## config.mk

```make
export PLATFORM = sky130hd
export DESIGN_NAME = pipe_regs_fde_flat
export DESIGN_NICKNAME = d
export VERILOG_FILES = /design/src/rtl/pipe_regs_fde_if.sv /design/src/rtl/pipe_regs_fde.sv /design/src/flat_wrapper.sv
export SDC_FILE = /design/constraint.sdc
export NUM_CORES = 1
export LEC_CHECK = 0
export CAP_MARGIN = 20
export CORE_AREA = 2 2 234 236
export DETAILED_ROUTE_END_ITERATION = 12
export DIE_AREA = 0 0 236 238
export GPL_TIMING_DRIVEN = 0
export HOLD_SLACK_MARGIN = 0.15
export PLACE_DENSITY = 0.54
export SLEW_MARGIN = 20
export SYNTH_ARGS = -nofsm -noshare
export SYNTH_HDL_FRONTEND = slang
export SYNTH_SLANG_ARGS = --single-unit
```

## constraint.sdc

```tcl
create_clock -name clk -period 1.17 [get_ports clk]
set_input_delay 0.1755 -clock clk [delete_from_list [all_inputs] [get_ports clk]]
set_output_delay 0.1755 -clock clk [all_outputs]
set_load 0.01 [all_outputs]
```

## src/rtl/pipe_regs_fde_if.sv

```systemverilog
// pipe_regs_fde_if
// Bundles the signals between the Fetch/Decode/Execute pipeline-register
// bank and its neighbours: the hazard-unit controls, the fetch-side and
// decode-side inputs, the IF/ID and ID/EX register contents, and the
// performance counters.
//   master : hazard unit / fetch / decode side (drives controls and stage inputs)
//   slave  : pipe_regs_fde (drives PCF, IF/ID, ID/EX contents and counters)
interface pipe_regs_fde_if #(
    parameter int XLEN = 32
);
    // hazard-unit controls
    logic            StallF, StallD, FlushD, FlushE;
    // fetch side
    logic [XLEN-1:0] PCNextF, PCF, PCPlus4F;
    logic [31:0]     InstrF;
    // IF/ID contents
    logic [31:0]     InstrD;
    logic [XLEN-1:0] PCD, PCPlus4D;
    logic            ValidD;
    // decode-side inputs
    logic            RegWriteD, MemWriteD, JumpD, BranchD, ALUSrcD;
    logic [1:0]      ResultSrcD;
    logic [2:0]      ALUControlD;
    logic [XLEN-1:0] RD1D, RD2D, ImmExtD;
    logic [4:0]      Rs1D, Rs2D, RdD;
    // ID/EX contents
    logic            RegWriteE, MemWriteE, JumpE, BranchE, ALUSrcE;
    logic [1:0]      ResultSrcE;
    logic [2:0]      ALUControlE;
    logic [XLEN-1:0] RD1E, RD2E, ImmExtE, PCE, PCPlus4E;
    logic [4:0]      Rs1E, Rs2E, RdE;
    logic            ValidE;
    // performance counters
    logic [31:0]     StallCycles, FlushCycles;

    modport master (
        output StallF, StallD, FlushD, FlushE,
        output PCNextF, InstrF, PCPlus4F,
        output RegWriteD, MemWriteD, JumpD, BranchD, ALUSrcD, ResultSrcD, ALUControlD,
        output RD1D, RD2D, ImmExtD, Rs1D, Rs2D, RdD,
        input  PCF, InstrD, PCD, PCPlus4D, ValidD,
        input  RegWriteE, MemWriteE, JumpE, BranchE, ALUSrcE, ResultSrcE, ALUControlE,
        input  RD1E, RD2E, ImmExtE, PCE, PCPlus4E, Rs1E, Rs2E, RdE, ValidE,
        input  StallCycles, FlushCycles
    );

    modport slave (
        input  StallF, StallD, FlushD, FlushE,
        input  PCNextF, InstrF, PCPlus4F,
        input  RegWriteD, MemWriteD, JumpD, BranchD, ALUSrcD, ResultSrcD, ALUControlD,
        input  RD1D, RD2D, ImmExtD, Rs1D, Rs2D, RdD,
        output PCF, InstrD, PCD, PCPlus4D, ValidD,
        output RegWriteE, MemWriteE, JumpE, BranchE, ALUSrcE, ResultSrcE, ALUControlE,
        output RD1E, RD2E, ImmExtE, PCE, PCPlus4E, Rs1E, Rs2E, RdE, ValidE,
        output StallCycles, FlushCycles
    );
endinterface

```

## src/rtl/pipe_regs_fde.sv

```systemverilog
// pipe_regs_fde
// PC register, IF/ID register and ID/EX register of the 5-stage RV32I core.
// Bubbles are architecturally inert: NOP in IF/ID, all-zero controls and
// register fields in ID/EX, valid bits cleared.
//   clk   : rising-edge clock
//   reset : synchronous, active-high
//   bus   : pipe_regs_fde_if.slave (controls in, stage contents and counters out)
// Optional feature macro: PIPE_PERF_CNT_EN adds saturating stall/flush cycle
// counters; without it StallCycles/FlushCycles are tied to zero.
module pipe_regs_fde #(
    parameter int              XLEN      = 32,
    parameter logic [XLEN-1:0] RESET_PC  = '0,
    parameter logic [31:0]     NOP_INSTR = 32'h0000_0013
) (
    input  logic          clk,
    input  logic          reset,
    pipe_regs_fde_if.slave bus
);

    always_ff @(posedge clk) begin
        if (reset)            bus.PCF <= RESET_PC;
        else if (!bus.StallF) bus.PCF <= bus.PCNextF;
    end

    // flush outranks stall so a wrong-path instruction is never kept
    always_ff @(posedge clk) begin
        if (reset || bus.FlushD) begin
            bus.InstrD   <= NOP_INSTR;
            bus.PCD      <= '0;
            bus.PCPlus4D <= '0;
            bus.ValidD   <= 1'b0;
        end else if (!bus.StallD) begin
            bus.InstrD   <= bus.InstrF;
            bus.PCD      <= bus.PCF;
            bus.PCPlus4D <= bus.PCPlus4F;
            bus.ValidD   <= 1'b1;
        end
    end

    // ID/EX never needs to hold, so it only loads or bubbles
    always_ff @(posedge clk) begin
        if (reset || bus.FlushE) begin
            bus.RegWriteE   <= 1'b0;
            bus.MemWriteE   <= 1'b0;
            bus.JumpE       <= 1'b0;
            bus.BranchE     <= 1'b0;
            bus.ALUSrcE     <= 1'b0;
            bus.ResultSrcE  <= 2'b00;
            bus.ALUControlE <= 3'b000;
            bus.RD1E        <= '0;
            bus.RD2E        <= '0;
            bus.ImmExtE     <= '0;
            bus.PCE         <= '0;
            bus.PCPlus4E    <= '0;
            bus.Rs1E        <= '0;
            bus.Rs2E        <= '0;
            bus.RdE         <= '0;
            bus.ValidE      <= 1'b0;
        end else begin
            bus.RegWriteE   <= bus.RegWriteD;
            bus.MemWriteE   <= bus.MemWriteD;
            bus.JumpE       <= bus.JumpD;
            bus.BranchE     <= bus.BranchD;
            bus.ALUSrcE     <= bus.ALUSrcD;
            bus.ResultSrcE  <= bus.ResultSrcD;
            bus.ALUControlE <= bus.ALUControlD;
            bus.RD1E        <= bus.RD1D;
            bus.RD2E        <= bus.RD2D;
            bus.ImmExtE     <= bus.ImmExtD;
            bus.PCE         <= bus.PCD;
            bus.PCPlus4E    <= bus.PCPlus4D;
            bus.Rs1E        <= bus.Rs1D;
            bus.Rs2E        <= bus.Rs2D;
            bus.RdE         <= bus.RdD;
            bus.ValidE      <= bus.ValidD;
        end
    end

`ifdef PIPE_PERF_CNT_EN
    logic [31:0] stallCnt;
    logic [31:0] flushCnt;

    // a stall overridden by a flush is not a real stall cycle
    always_ff @(posedge clk) begin
        if (reset) begin
            stallCnt <= '0;
            flushCnt <= '0;
        end else begin
            if (bus.StallD && !bus.FlushD && stallCnt != 32'hFFFF_FFFF)
                stallCnt <= stallCnt + 32'd1;
            if (bus.FlushE && flushCnt != 32'hFFFF_FFFF)
                flushCnt <= flushCnt + 32'd1;
        end
    end

    assign bus.StallCycles = stallCnt;
    assign bus.FlushCycles = flushCnt;
`else
    assign bus.StallCycles = '0;
    assign bus.FlushCycles = '0;
`endif

endmodule

```

## src/flat_wrapper.sv

```systemverilog
// flat-port wrapper written by rule: the top's interface ports become plain ports
module pipe_regs_fde_flat 
#(
    parameter int              XLEN      = 32,
    parameter logic [XLEN-1:0] RESET_PC  = '0,
    parameter logic [31:0]     NOP_INSTR = 32'h0000_0013
)
  (clk, reset, bus_StallF, bus_StallD, bus_FlushD, bus_FlushE, bus_PCNextF, bus_InstrF, bus_PCPlus4F, bus_RegWriteD, bus_MemWriteD, bus_JumpD, bus_BranchD, bus_ALUSrcD, bus_ResultSrcD, bus_ALUControlD, bus_RD1D, bus_RD2D, bus_ImmExtD, bus_Rs1D, bus_Rs2D, bus_RdD, bus_PCF, bus_InstrD, bus_PCD, bus_PCPlus4D, bus_ValidD, bus_RegWriteE, bus_MemWriteE, bus_JumpE, bus_BranchE, bus_ALUSrcE, bus_ResultSrcE, bus_ALUControlE, bus_RD1E, bus_RD2E, bus_ImmExtE, bus_PCE, bus_PCPlus4E, bus_Rs1E, bus_Rs2E, bus_RdE, bus_ValidE, bus_StallCycles, bus_FlushCycles);
  pipe_regs_fde_if #(.XLEN(XLEN)) bus_i ();
  input  logic clk;
  input  logic reset;
  input wire logic [$bits(bus_i.StallF)-1:0] bus_StallF;
  input wire logic [$bits(bus_i.StallD)-1:0] bus_StallD;
  input wire logic [$bits(bus_i.FlushD)-1:0] bus_FlushD;
  input wire logic [$bits(bus_i.FlushE)-1:0] bus_FlushE;
  input wire logic [$bits(bus_i.PCNextF)-1:0] bus_PCNextF;
  input wire logic [$bits(bus_i.InstrF)-1:0] bus_InstrF;
  input wire logic [$bits(bus_i.PCPlus4F)-1:0] bus_PCPlus4F;
  input wire logic [$bits(bus_i.RegWriteD)-1:0] bus_RegWriteD;
  input wire logic [$bits(bus_i.MemWriteD)-1:0] bus_MemWriteD;
  input wire logic [$bits(bus_i.JumpD)-1:0] bus_JumpD;
  input wire logic [$bits(bus_i.BranchD)-1:0] bus_BranchD;
  input wire logic [$bits(bus_i.ALUSrcD)-1:0] bus_ALUSrcD;
  input wire logic [$bits(bus_i.ResultSrcD)-1:0] bus_ResultSrcD;
  input wire logic [$bits(bus_i.ALUControlD)-1:0] bus_ALUControlD;
  input wire logic [$bits(bus_i.RD1D)-1:0] bus_RD1D;
  input wire logic [$bits(bus_i.RD2D)-1:0] bus_RD2D;
  input wire logic [$bits(bus_i.ImmExtD)-1:0] bus_ImmExtD;
  input wire logic [$bits(bus_i.Rs1D)-1:0] bus_Rs1D;
  input wire logic [$bits(bus_i.Rs2D)-1:0] bus_Rs2D;
  input wire logic [$bits(bus_i.RdD)-1:0] bus_RdD;
  output wire logic [$bits(bus_i.PCF)-1:0] bus_PCF;
  output wire logic [$bits(bus_i.InstrD)-1:0] bus_InstrD;
  output wire logic [$bits(bus_i.PCD)-1:0] bus_PCD;
  output wire logic [$bits(bus_i.PCPlus4D)-1:0] bus_PCPlus4D;
  output wire logic [$bits(bus_i.ValidD)-1:0] bus_ValidD;
  output wire logic [$bits(bus_i.RegWriteE)-1:0] bus_RegWriteE;
  output wire logic [$bits(bus_i.MemWriteE)-1:0] bus_MemWriteE;
  output wire logic [$bits(bus_i.JumpE)-1:0] bus_JumpE;
  output wire logic [$bits(bus_i.BranchE)-1:0] bus_BranchE;
  output wire logic [$bits(bus_i.ALUSrcE)-1:0] bus_ALUSrcE;
  output wire logic [$bits(bus_i.ResultSrcE)-1:0] bus_ResultSrcE;
  output wire logic [$bits(bus_i.ALUControlE)-1:0] bus_ALUControlE;
  output wire logic [$bits(bus_i.RD1E)-1:0] bus_RD1E;
  output wire logic [$bits(bus_i.RD2E)-1:0] bus_RD2E;
  output wire logic [$bits(bus_i.ImmExtE)-1:0] bus_ImmExtE;
  output wire logic [$bits(bus_i.PCE)-1:0] bus_PCE;
  output wire logic [$bits(bus_i.PCPlus4E)-1:0] bus_PCPlus4E;
  output wire logic [$bits(bus_i.Rs1E)-1:0] bus_Rs1E;
  output wire logic [$bits(bus_i.Rs2E)-1:0] bus_Rs2E;
  output wire logic [$bits(bus_i.RdE)-1:0] bus_RdE;
  output wire logic [$bits(bus_i.ValidE)-1:0] bus_ValidE;
  output wire logic [$bits(bus_i.StallCycles)-1:0] bus_StallCycles;
  output wire logic [$bits(bus_i.FlushCycles)-1:0] bus_FlushCycles;
  assign bus_i.StallF = bus_StallF;
  assign bus_i.StallD = bus_StallD;
  assign bus_i.FlushD = bus_FlushD;
  assign bus_i.FlushE = bus_FlushE;
  assign bus_i.PCNextF = bus_PCNextF;
  assign bus_i.InstrF = bus_InstrF;
  assign bus_i.PCPlus4F = bus_PCPlus4F;
  assign bus_i.RegWriteD = bus_RegWriteD;
  assign bus_i.MemWriteD = bus_MemWriteD;
  assign bus_i.JumpD = bus_JumpD;
  assign bus_i.BranchD = bus_BranchD;
  assign bus_i.ALUSrcD = bus_ALUSrcD;
  assign bus_i.ResultSrcD = bus_ResultSrcD;
  assign bus_i.ALUControlD = bus_ALUControlD;
  assign bus_i.RD1D = bus_RD1D;
  assign bus_i.RD2D = bus_RD2D;
  assign bus_i.ImmExtD = bus_ImmExtD;
  assign bus_i.Rs1D = bus_Rs1D;
  assign bus_i.Rs2D = bus_Rs2D;
  assign bus_i.RdD = bus_RdD;
  assign bus_PCF = bus_i.PCF;
  assign bus_InstrD = bus_i.InstrD;
  assign bus_PCD = bus_i.PCD;
  assign bus_PCPlus4D = bus_i.PCPlus4D;
  assign bus_ValidD = bus_i.ValidD;
  assign bus_RegWriteE = bus_i.RegWriteE;
  assign bus_MemWriteE = bus_i.MemWriteE;
  assign bus_JumpE = bus_i.JumpE;
  assign bus_BranchE = bus_i.BranchE;
  assign bus_ALUSrcE = bus_i.ALUSrcE;
  assign bus_ResultSrcE = bus_i.ResultSrcE;
  assign bus_ALUControlE = bus_i.ALUControlE;
  assign bus_RD1E = bus_i.RD1E;
  assign bus_RD2E = bus_i.RD2E;
  assign bus_ImmExtE = bus_i.ImmExtE;
  assign bus_PCE = bus_i.PCE;
  assign bus_PCPlus4E = bus_i.PCPlus4E;
  assign bus_Rs1E = bus_i.Rs1E;
  assign bus_Rs2E = bus_i.Rs2E;
  assign bus_RdE = bus_i.RdE;
  assign bus_ValidE = bus_i.ValidE;
  assign bus_StallCycles = bus_i.StallCycles;
  assign bus_FlushCycles = bus_i.FlushCycles;
  pipe_regs_fde #(.XLEN(XLEN), .RESET_PC(RESET_PC), .NOP_INSTR(NOP_INSTR)) u_core (.clk(clk), .reset(reset), .bus(bus_i));
endmodule
```

======== After elaboration in Yosys (flattened, before gate mapping) ========
Index checks and enable logic that the tools add are counted.
Widths: inputs -> output; s select.
operators by class
  reduce and logical (&&, ||, !) cells .... 2
operator list
  operator          count
  $logic_or 1x1->1  2
storage, ports and cells
  bits in registers ....................... 315
  output and inout bits ................... 379
  word-level logic and storage cells ...... 23

======== Logic depth before layout (Yosys ltp) ========
  depth after elaboration ................. 1
  gate-level depth with buffers ........... 6

======== Worst setup path after synthesis ========
No wires, ideal clock.
  path kind ............................... input port to flip-flop
  from .................................... input port bus_StallD
  to ...................................... register u_core.bus.InstrD[10]
  data arrival time ....................... 987 ps
  setup slack ............................. 69 ps
  stages .................................. 5
  cell sequence ........................... buf_2 buf_4 buf_2 mux2i_1 nor2_1
RTL lines
  element               RTL line                RTL
  start, declared       flat_wrapper.sv:13      input wire logic [$bits(bus_i.StallD)-1:0] bus_StallD;
  end signal, assigned  pipe_regs_fde.sv:33     bus.InstrD <= bus.InstrF;
  end, declared         pipe_regs_fde_if.sv:52  output PCF, InstrD, PCD, PCPlus4D, ValidD,

======== Worst setup path in the final report ========
  from .................................... register u_core.bus.RD2E[17]
  to ...................................... output port bus_RD2E[17]
RTL lines
  element                 RTL line                RTL
  start, declared         pipe_regs_fde_if.sv:54  output RD1E, RD2E, ImmExtE, PCE, PCPlus4E, Rs1E, Rs2E, RdE, ValidE,
  start signal, assigned  pipe_regs_fde.sv:68     bus.RD2E <= bus.RD2D;
  end, declared           flat_wrapper.sv:45      output wire logic [$bits(bus_i.RD2E)-1:0] bus_RD2E;
No word-level cell between the ends.

==> results.cfg <==
[outcome]
outcome = finished with violations
violations = setup timing

[detailed_routing]
post_drt_wl_per_cell_um = 16.15
vias = 8365
drtPass1Iterations = 4
wl_um = 37840
drc = 0
antenna_left = 0
viasPerCell = 3.570
drt_iter0_drc = 228

[critical_path]
r2r_start = u_core.bus.PCF[2]
crit_chain = buf_6
worst_path_largest_cell_delay_ns = 0.35
crit_buf_inv = 1
r2r_cells = 4
worstPathMaxFanout = 1
crit_path_end_kind = primary output
cpMaxStageDelayCell = dfxtp_4
path_depth = 1
worstReg2RegEnd = u_core.bus.PCF[2]
arrival_ns = 1.01
rrSetupSlack_ns = 0.27
critPathKind = flip-flop to primary output
required_ns = 0.99
start_kind = flip-flop
cpLargestDelayFamily = flip-flops

[pwr]
p_comb_share_pct = 11.5
p_int_mw = 19.82
p_leak_nw = 8.763
clockPowerShare_pct = 44.8
ir_drop_uv = 859.6
switching_share_pct = 23.46
seqPwrFrac_pct = 43.6
p_per_area_nw_per_um2 = 1383
power.switching_mw = 6.074

[sta]
fin_skew_ns = 0.02204
rsz0062_at_grt = true
period_needed_ns = 1.185
worst_pin_slew_ns = 0.5968
clock.fmax_ghz = 0.8442
holdWs_ns = 0.1887
slew_headroom_pct = 60.21
fin_ws_ns = -0.01451
slew_viol_final = 0
final.period_utilization_pct = 101.2
setup_viol = 11
hold_viol = 0

[synthesis]
ys_seq_area_share_pct = 62.95
netlist_area_um2 = 10020
synthArstFlopShare_pct = 0
syn_inst = 877
syn_area_per_cell_um2 = 11.42
ys.flop_type = dfxtp_1
yosys_warnings = 0
ys_ff_latch = 315
synth_cell_types = 16
synth-edff-count = 0

[global_routing]
antenna_found_initial = 2
grt_max_degree = 13
grt_pass1_wl_um = 54510
grt_util_all_layers_pct = 12.88
gr-total-overflow = 0
grt_pass1_vias = 8625

[hold_path]
holdPathEnd = u_core.bus.ImmExtE[30]
whs_path_depth = 2
hold_path_class = primary input to flip-flop
worstHoldStart = bus_ImmExtD[30]

[floorplan]
rows = 85
floorplan.initialDensity_pct = 18.73
fp.dieArea_um2 = 56170
io_pins = 602
fp.coreArea_um2 = 53500
die_h_um = 238
dieWidth_um = 236

[cts]
cts_sinks = 315
path_clk_slew_ns = 0.06
numCtsBuffers = 38
cts_buffer_depth = 3
ctsHtreeMaxLevel = 2
cts_tree = yes
clock_latency_ns = 0.54
root_buffer = clkbuf_16

[job]
drv_cap = 0

[place]
hpwl_um = 28620
io_buffers = 534
post_dp_cell_area_um2 = 16470
place_congestion = 0.8370
placed_cells = 2170

[cells_and_area]
nets = 1842
fillers = 5428
drive_gt1_share_pct = 48.27
final_common_cell = buf_6
final_area_um2 = 18730
syn_to_final_growth_pct = 86.94
fin_cells = 2343
mostFrequentLayoutCells = buf_6 (231), clkdlybuf4s50_1 (219), dfxtp_2 (216)
diodes = 0
[registers in the layout, summed over array words and instances (netlist names), 2 cells and up]
register and flops:
u_core.bus.RdE 5, u_core.bus.PCPlus4D 32, u_core.bus.ALUControlE 3, u_core.bus.ResultSrcE 2, u_core.bus.RD1E 32, u_core.bus.PCD 32
u_core.bus.Rs1E 5, u_core.bus.RD2E 32, u_core.bus.Rs2E 5, u_core.bus.PCF 32, u_core.bus.ImmExtE 32, u_core.bus.PCPlus4E 32
u_core.bus.PCE 32, u_core.bus.InstrD 32
[cell usage after synthesis, types with 3 or more instances]
master    number  area (um2)
clkbuf_1      26       97.59
mux2i_1      128        1281
buf_4         66       495.5
and2_1       185        1157
dfxtp_1      315        6306
buf_6          8       90.09
nor2_1       126       473.0
buf_2         13       65.06
nand2_1        3       11.26
[worst max-delay path by stage]
stage / slack, ns / start / end
CTS: -0.08 / u_core.bus.PCD[31] / bus_PCD[31]
finish: -0.01 / u_core.bus.RD2E[17] / bus_RD2E[17]
floorplan: 0.07 / bus_StallD / u_core.bus.InstrD[10]
global placement: -1.13 / bus_FlushE / u_core.bus.ImmExtE[29]
detailed placement: -1.13 / bus_FlushE / u_core.bus.ImmExtE[29]
global route: -0.08 / u_core.bus.PCPlus4D[11] / bus_PCPlus4D[11]
[cell type report]
| cell class | instances | area (um2) | share of cell area, % |
|---|---|---|---|
| Buffer | 114 | 798.3 | 4.263 |
| Clock inverter | 15 | 136.4 | 0.7283 |
| Tap cell | 696 | 870.8 | 4.651 |
| Multi-Input combinational cell | 510 | 3194 | 17.06 |
| Timing Repair Buffer | 639 | 6015 | 32.12 |
| Sequential cell | 315 | 6599 | 35.24 |
| Clock buffer | 53 | 1109 | 5.920 |
| Inverter | 1 | 3.754 | 0.02005 |
[per-layer routing]
layer | routed length, um | track usage [%] | share of wire (%) | vias up
met5 | 0 | 0 | 0 | -
met2 | 19650 | 23.75 | 52 | 348
met3 | 2725 | 3.887 | 7.2 | 42
li1 | - | - | - | 4128
met4 | 684 | 3.841 | 1.8 | 0
met1 | 14790 | 14.15 | 39 | 3847
[logic make-up (layout without fill, tap and decap cells)]
kind of cell	Yosys count	in the layout	share of synthesized area, %
mux	128	128	12.79
simple gates	317	317	16.61
other cells	1	64	0.03744
flops	315	315	62.95
buf+inv	115	822	7.557
compound gates	1	1	0.04991
[power by group through the flow]
stage / clock network [mW] / registers (mW) / logic, mW
2_1_floorplan: 0 / 11.6 / 0.907
3_3_place_gp: 0 / 11.5 / 2.77
3_5_place_dp: 0 / 11.5 / 2.79
4_1_cts: 12.1 / 11.3 / 2.97
5_1_grt: 12.5 / 11.3 / 3.20
6_report: 11.6 / 11.3 / 2.98
[metrics by stage]
step	setup WS (ns)	TNS [ns]	utilization (%)	total power, mW
4_1_cts	-0.08160	-7.356	34.33	26.32
5_1_grt	-0.07820	-9.289	35.00	27.01
2_1_floorplan	0.06888	0	-	12.53
3_5_place_dp	-1.134	-191.24	30.79	14.27
3_3_place_gp	-1.132	-188.50	30.79	14.25
6_report	-0.01451	-0.08091	35.00	25.89
[worst register-to-register path: cells and delay by family, from the launching register on]
kind	cells	cell delay, ns
buf+inv	2	0.25
flops	1	0.32
mux	1	0.14
simple gates	1	0.05
[repair_timing]
action | in CTS | in global routing
hold buffers | 20 | 0
endpoints found under the hold margin | 24 | 0
gates resized for setup | 1705 | 91
endpoints found under the setup margin | 481 | 352
buffers inserted | 77 | 8
pin swaps | 1 | 1
Note: power is estimated with default switching activity, not from simulation.
==> RTL change 1, RTL diff (config.mk and constraints unchanged) <==
Build with the macro `PIPE_PERF_CNT_EN` defined.
--- a/src/rtl/pipe_regs_fde.sv
+++ b/src/rtl/pipe_regs_fde.sv
@@ -7,6 +7,8 @@
 //   bus   : pipe_regs_fde_if.slave (controls in, stage contents and counters out)
 // Optional feature macro: PIPE_PERF_CNT_EN adds saturating stall/flush cycle
 // counters; without it StallCycles/FlushCycles are tied to zero.
+`define PIPE_PERF_CNT_EN
+
 module pipe_regs_fde #(
     parameter int              XLEN      = 32,
     parameter logic [XLEN-1:0] RESET_PC  = '0,
Check against the original RTL: not equivalent (Yosys sat finds a counterexample within 4 cycles, from zero or initial values and one cycle with reset high).
==> RTL change 1 against the original RTL <==
Largest power group is now registers; synthesized area increased by 28%; the flow still finishes with violations (setup timing); largest cell class unchanged; utilization is 13 points higher; sequential cell count is 64 higher; final area grew 36%; power up 15%; fmax down 39%; highest routed layer is now met5; worst setup slack lost 0.76 ns; critical endpoint is now u_core.bus.FlushCycles[28]$_SDFFE_PP0P_; routed wire length rose by 48%.
==> RTL change 1: results (changes against the original RTL) <==
Status: complete, but fails checks
Failing checks: setup timing
Clock insertion delay at the later pin of the skew report: 0.57 ns (+0.03 ns)
Final clock skew: 0.009970 ns (-0.01207 ns)
Final worst slack: -0.7781 ns (-0.7636 ns)
Placed insts: 2,497 (+15%)
LEAKAGE: 11.18 nW (+28%)
M1 GR Usage: 0.2139 (+0.07237)
XOR/XNOR Fraction of Synth Area: 0.02053 (+0.02053)
Hold Path Origin: bus_ImmExtD[21]
Slowest stage delay, CP: 0.43 ns (+0.08 ns)
Layout net count: 2,413 (+31%)
DP Worst Slack: -1.187 ns (-0.05268 ns)
Gp weighted congestion: 0.8138 (-2.8%)
Wl on met1: 21,230 µm (+44%)
Met2 WL: 28,340 µm (+44%)
Setup TNS: -53.42 ns (-53.34 ns)
Port bufs: 597 (+12%)
Synth Instances: 1,204 (+37%)
Combinational cell fraction of total power: 0.108 (-0.007)
DR vias: 12,580 (+50%)
Synth cell types: 57 (+41)
Hold path endpoint: u_core.bus.ImmExtE[21]$_SDFF_PP0_
Global-route wire length before repair: 80,920 µm (+48%)
DP HPWL: 38,560 µm (+35%)
Share of cells above drive strength 1: 0.5206 (+0.03788)
Sw Pwr: 7.111 mW (+17%)
Initial antenna violation count: 6 (+4)
Final setup vio count: 321 (+310)
Seq/Total Area, Yosys: 0.5929 (-0.03665)
Drt first pass iters: 5 (+1)
[RTL change 1: cell type report]
type,instances,area [µm²],share of cell area
Antenna cell,2,5.005,0.0001959
Buffer,62,381.6,0.01494
Clock buffer,60,1265,0.04952
Clock inverter,10,87.58,0.003429
Inverter,11,41.29,0.001616
Multi-Input combinational cell,750,5603,0.2193
Sequential cell,379,8150,0.3191
Tap cell,696,870.8,0.03409
Timing Repair Buffer,939,9140,0.3578
[RTL change 1: repair_timing]
item	4_1_cts	5_1_grt
setup endpoints to repair	544	532
pin swaps	69	67
setup buffers	198	54
cloned	2	0
hold endpoints to repair	100	4
resized for setup	2219	208
hold buffers	96	2
[RTL change 1: metrics by stage]
| stage | util | hold WS (ns) |
|---|---|---|
| global route | 0.4774 | 0.1546 |
| finish | 0.4775 | 0.1828 |
| CTS | 0.4574 | 0.1501 |
| global placement | 0.3763 | 0.4484 |
| floorplan | - | 0.2845 |
| detailed placement | 0.3763 | 0.4634 |
==> RTL change 2, RTL diff (same settings) <==
Without the edit above. `XLEN` is set to 32 in 3 places; all go to 36.
--- a/src/rtl/pipe_regs_fde_if.sv
+++ b/src/rtl/pipe_regs_fde_if.sv
@@ -6,7 +6,7 @@
 //   master : hazard unit / fetch / decode side (drives controls and stage inputs)
 //   slave  : pipe_regs_fde (drives PCF, IF/ID, ID/EX contents and counters)
 interface pipe_regs_fde_if #(
-    parameter int XLEN = 32
+    parameter int XLEN = 36
 );
     // hazard-unit controls
     logic            StallF, StallD, FlushD, FlushE;
--- a/src/rtl/pipe_regs_fde.sv
+++ b/src/rtl/pipe_regs_fde.sv
@@ -8,7 +8,7 @@
 // Optional feature macro: PIPE_PERF_CNT_EN adds saturating stall/flush cycle
 // counters; without it StallCycles/FlushCycles are tied to zero.
 module pipe_regs_fde #(
-    parameter int              XLEN      = 32,
+    parameter int              XLEN      = 36,
     parameter logic [XLEN-1:0] RESET_PC  = '0,
     parameter logic [31:0]     NOP_INSTR = 32'h0000_0013
 ) (
--- a/src/flat_wrapper.sv
+++ b/src/flat_wrapper.sv
@@ -1,7 +1,7 @@
 // flat-port wrapper written by rule: the top's interface ports become plain ports
 module pipe_regs_fde_flat 
 #(
-    parameter int              XLEN      = 32,
+    parameter int              XLEN      = 36,
     parameter logic [XLEN-1:0] RESET_PC  = '0,
     parameter logic [31:0]     NOP_INSTR = 32'h0000_0013
 )
Interface: changed (13 resized); port bits go from 602 to 654. The function was not compared with the original's and may differ.
==> RTL change 2 against the original RTL <==
The run still ends with setup timing left; clock power grew 8%; highest routed layer unchanged; sequential cell count grew 32; largest cell class unchanged; synthesized area grew 9.8%; power grew 9.1%; worst setup slack lost 0.026 ns; sequential share of layout area grew 0.31 points; critical endpoint is now bus_PCPlus4D[35]; final area grew 9.5%; routed wire length grew 12%; largest power group unchanged.
==> RTL change 2: results (changes against the original RTL) <==
Status: complete, but fails checks
Failing checks: setup timing
Final setup vio count: 43 (+32)
GRT Total Usage: 0.1424 (+0.01364)
Min Hold Slack: 0.1859 ns (-0.002798 ns)
Seq/Total Area, Yosys: 0.6313 (+0.001812)
Critical Path AT: 1.04 ns (+0.03 ns)
CLK BUF: 66 (+25%)
DRT iter0 DRCs: 188 (-18%)
DP HPWL: 31,530 µm (+10%)
Relative slew slack: 0.6484 (+0.04633)
Final clock skew: 0.01021 ns (-0.01183 ns)
Worst Path Max Fanout: 3 (+2)
DP Worst Slack: -1.036 ns (+0.09859 ns)
Cts bufs inserted: 41 (+7.9%)
Final worst slack: -0.04051 ns (-0.02599 ns)
Setup TNS: -0.5982 ns (-0.5173 ns)
Mean Syn Cell Area: 11.51 µm² (+0.77%)
Number of multi-input logic gates: 554 (+8.6%)
Multi-input gate area: 3481 µm² (+9.0%)
Layout clock area frac: 0.06482 (-0.001660)
Port bufs: 587 (+9.9%)
Register fraction of the total cell area: 0.3555 (+0.003093)
Buffers, non-clock: 828 (+10%)
Placed inst area: 17,990 µm² (+9.2%)
==> RTL change 2: changes by cell type in the layout (fill, tap and decap cells not counted), moves of 13 or more <==
cell             delta
and2_1             +23
dfxtp_1            +14
clkdlybuf4s50_1    +21
dlygate4sd3_1      +15
buf_4              +13
buf_6              +19
==> RTL change 2: power by group <==
part | internal (mW) | switching, mW
clock | 7.49 | 5.05
sequential | 12.2 | 0.218
combinational | 2.01 | 1.26
==> RTL change 2: metal layers <==
metal / wire length [µm] / GRT usage / vias up
met2: 21580 / 0.2561 / 400
met1: 15790 / 0.1520 / 4272
met4: 1404 / 0.05790 / 0
met3: 3493 / 0.04951 / 68
li1: - / - / 4537
met5: 0 / 0 / -
==> RTL change 2: kinds of logic (layout without fill, tap and decap cells) <==
family	after synthesis	in the layout	synth area share
AND/OR/NAND/NOR	349	349	0.1667
flip-flops	347	347	0.6313
buffers and inverters	118	902	0.07380
AO/OA/AOI/OAI	1	1	0.0004544
multiplexers	140	140	0.1274
other	1	67	0.0003408
==> RTL change 2: final timing paths <==
check                                            start                                   end  cells after the start
setup / recovery  u_core.bus.PCPlus4D[35]$_SDFFE_PP0N_                      bus_PCPlus4D[35]                      1
hold / removal                            bus_RD1D[12]        u_core.bus.RD1E[12]$_SDFF_PP0_                      2
setup reg to reg  u_core.bus.PCPlus4D[27]$_SDFFE_PP0N_  u_core.bus.PCPlus4D[27]$_SDFFE_PP0N_                      4
hold reg to reg         u_core.bus.ValidD$_SDFFE_PP0N_          u_core.bus.ValidE$_SDFF_PP0_                      2
==> RTL change 2: repair_timing <==
item,4_1_cts,5_1_grt
hold endpoints to repair,40,0
gates resized for setup,1847,117
hold buffers,35,0
pin swaps,1,1
setup endpoints to repair,507,487
buffers inserted,82,7
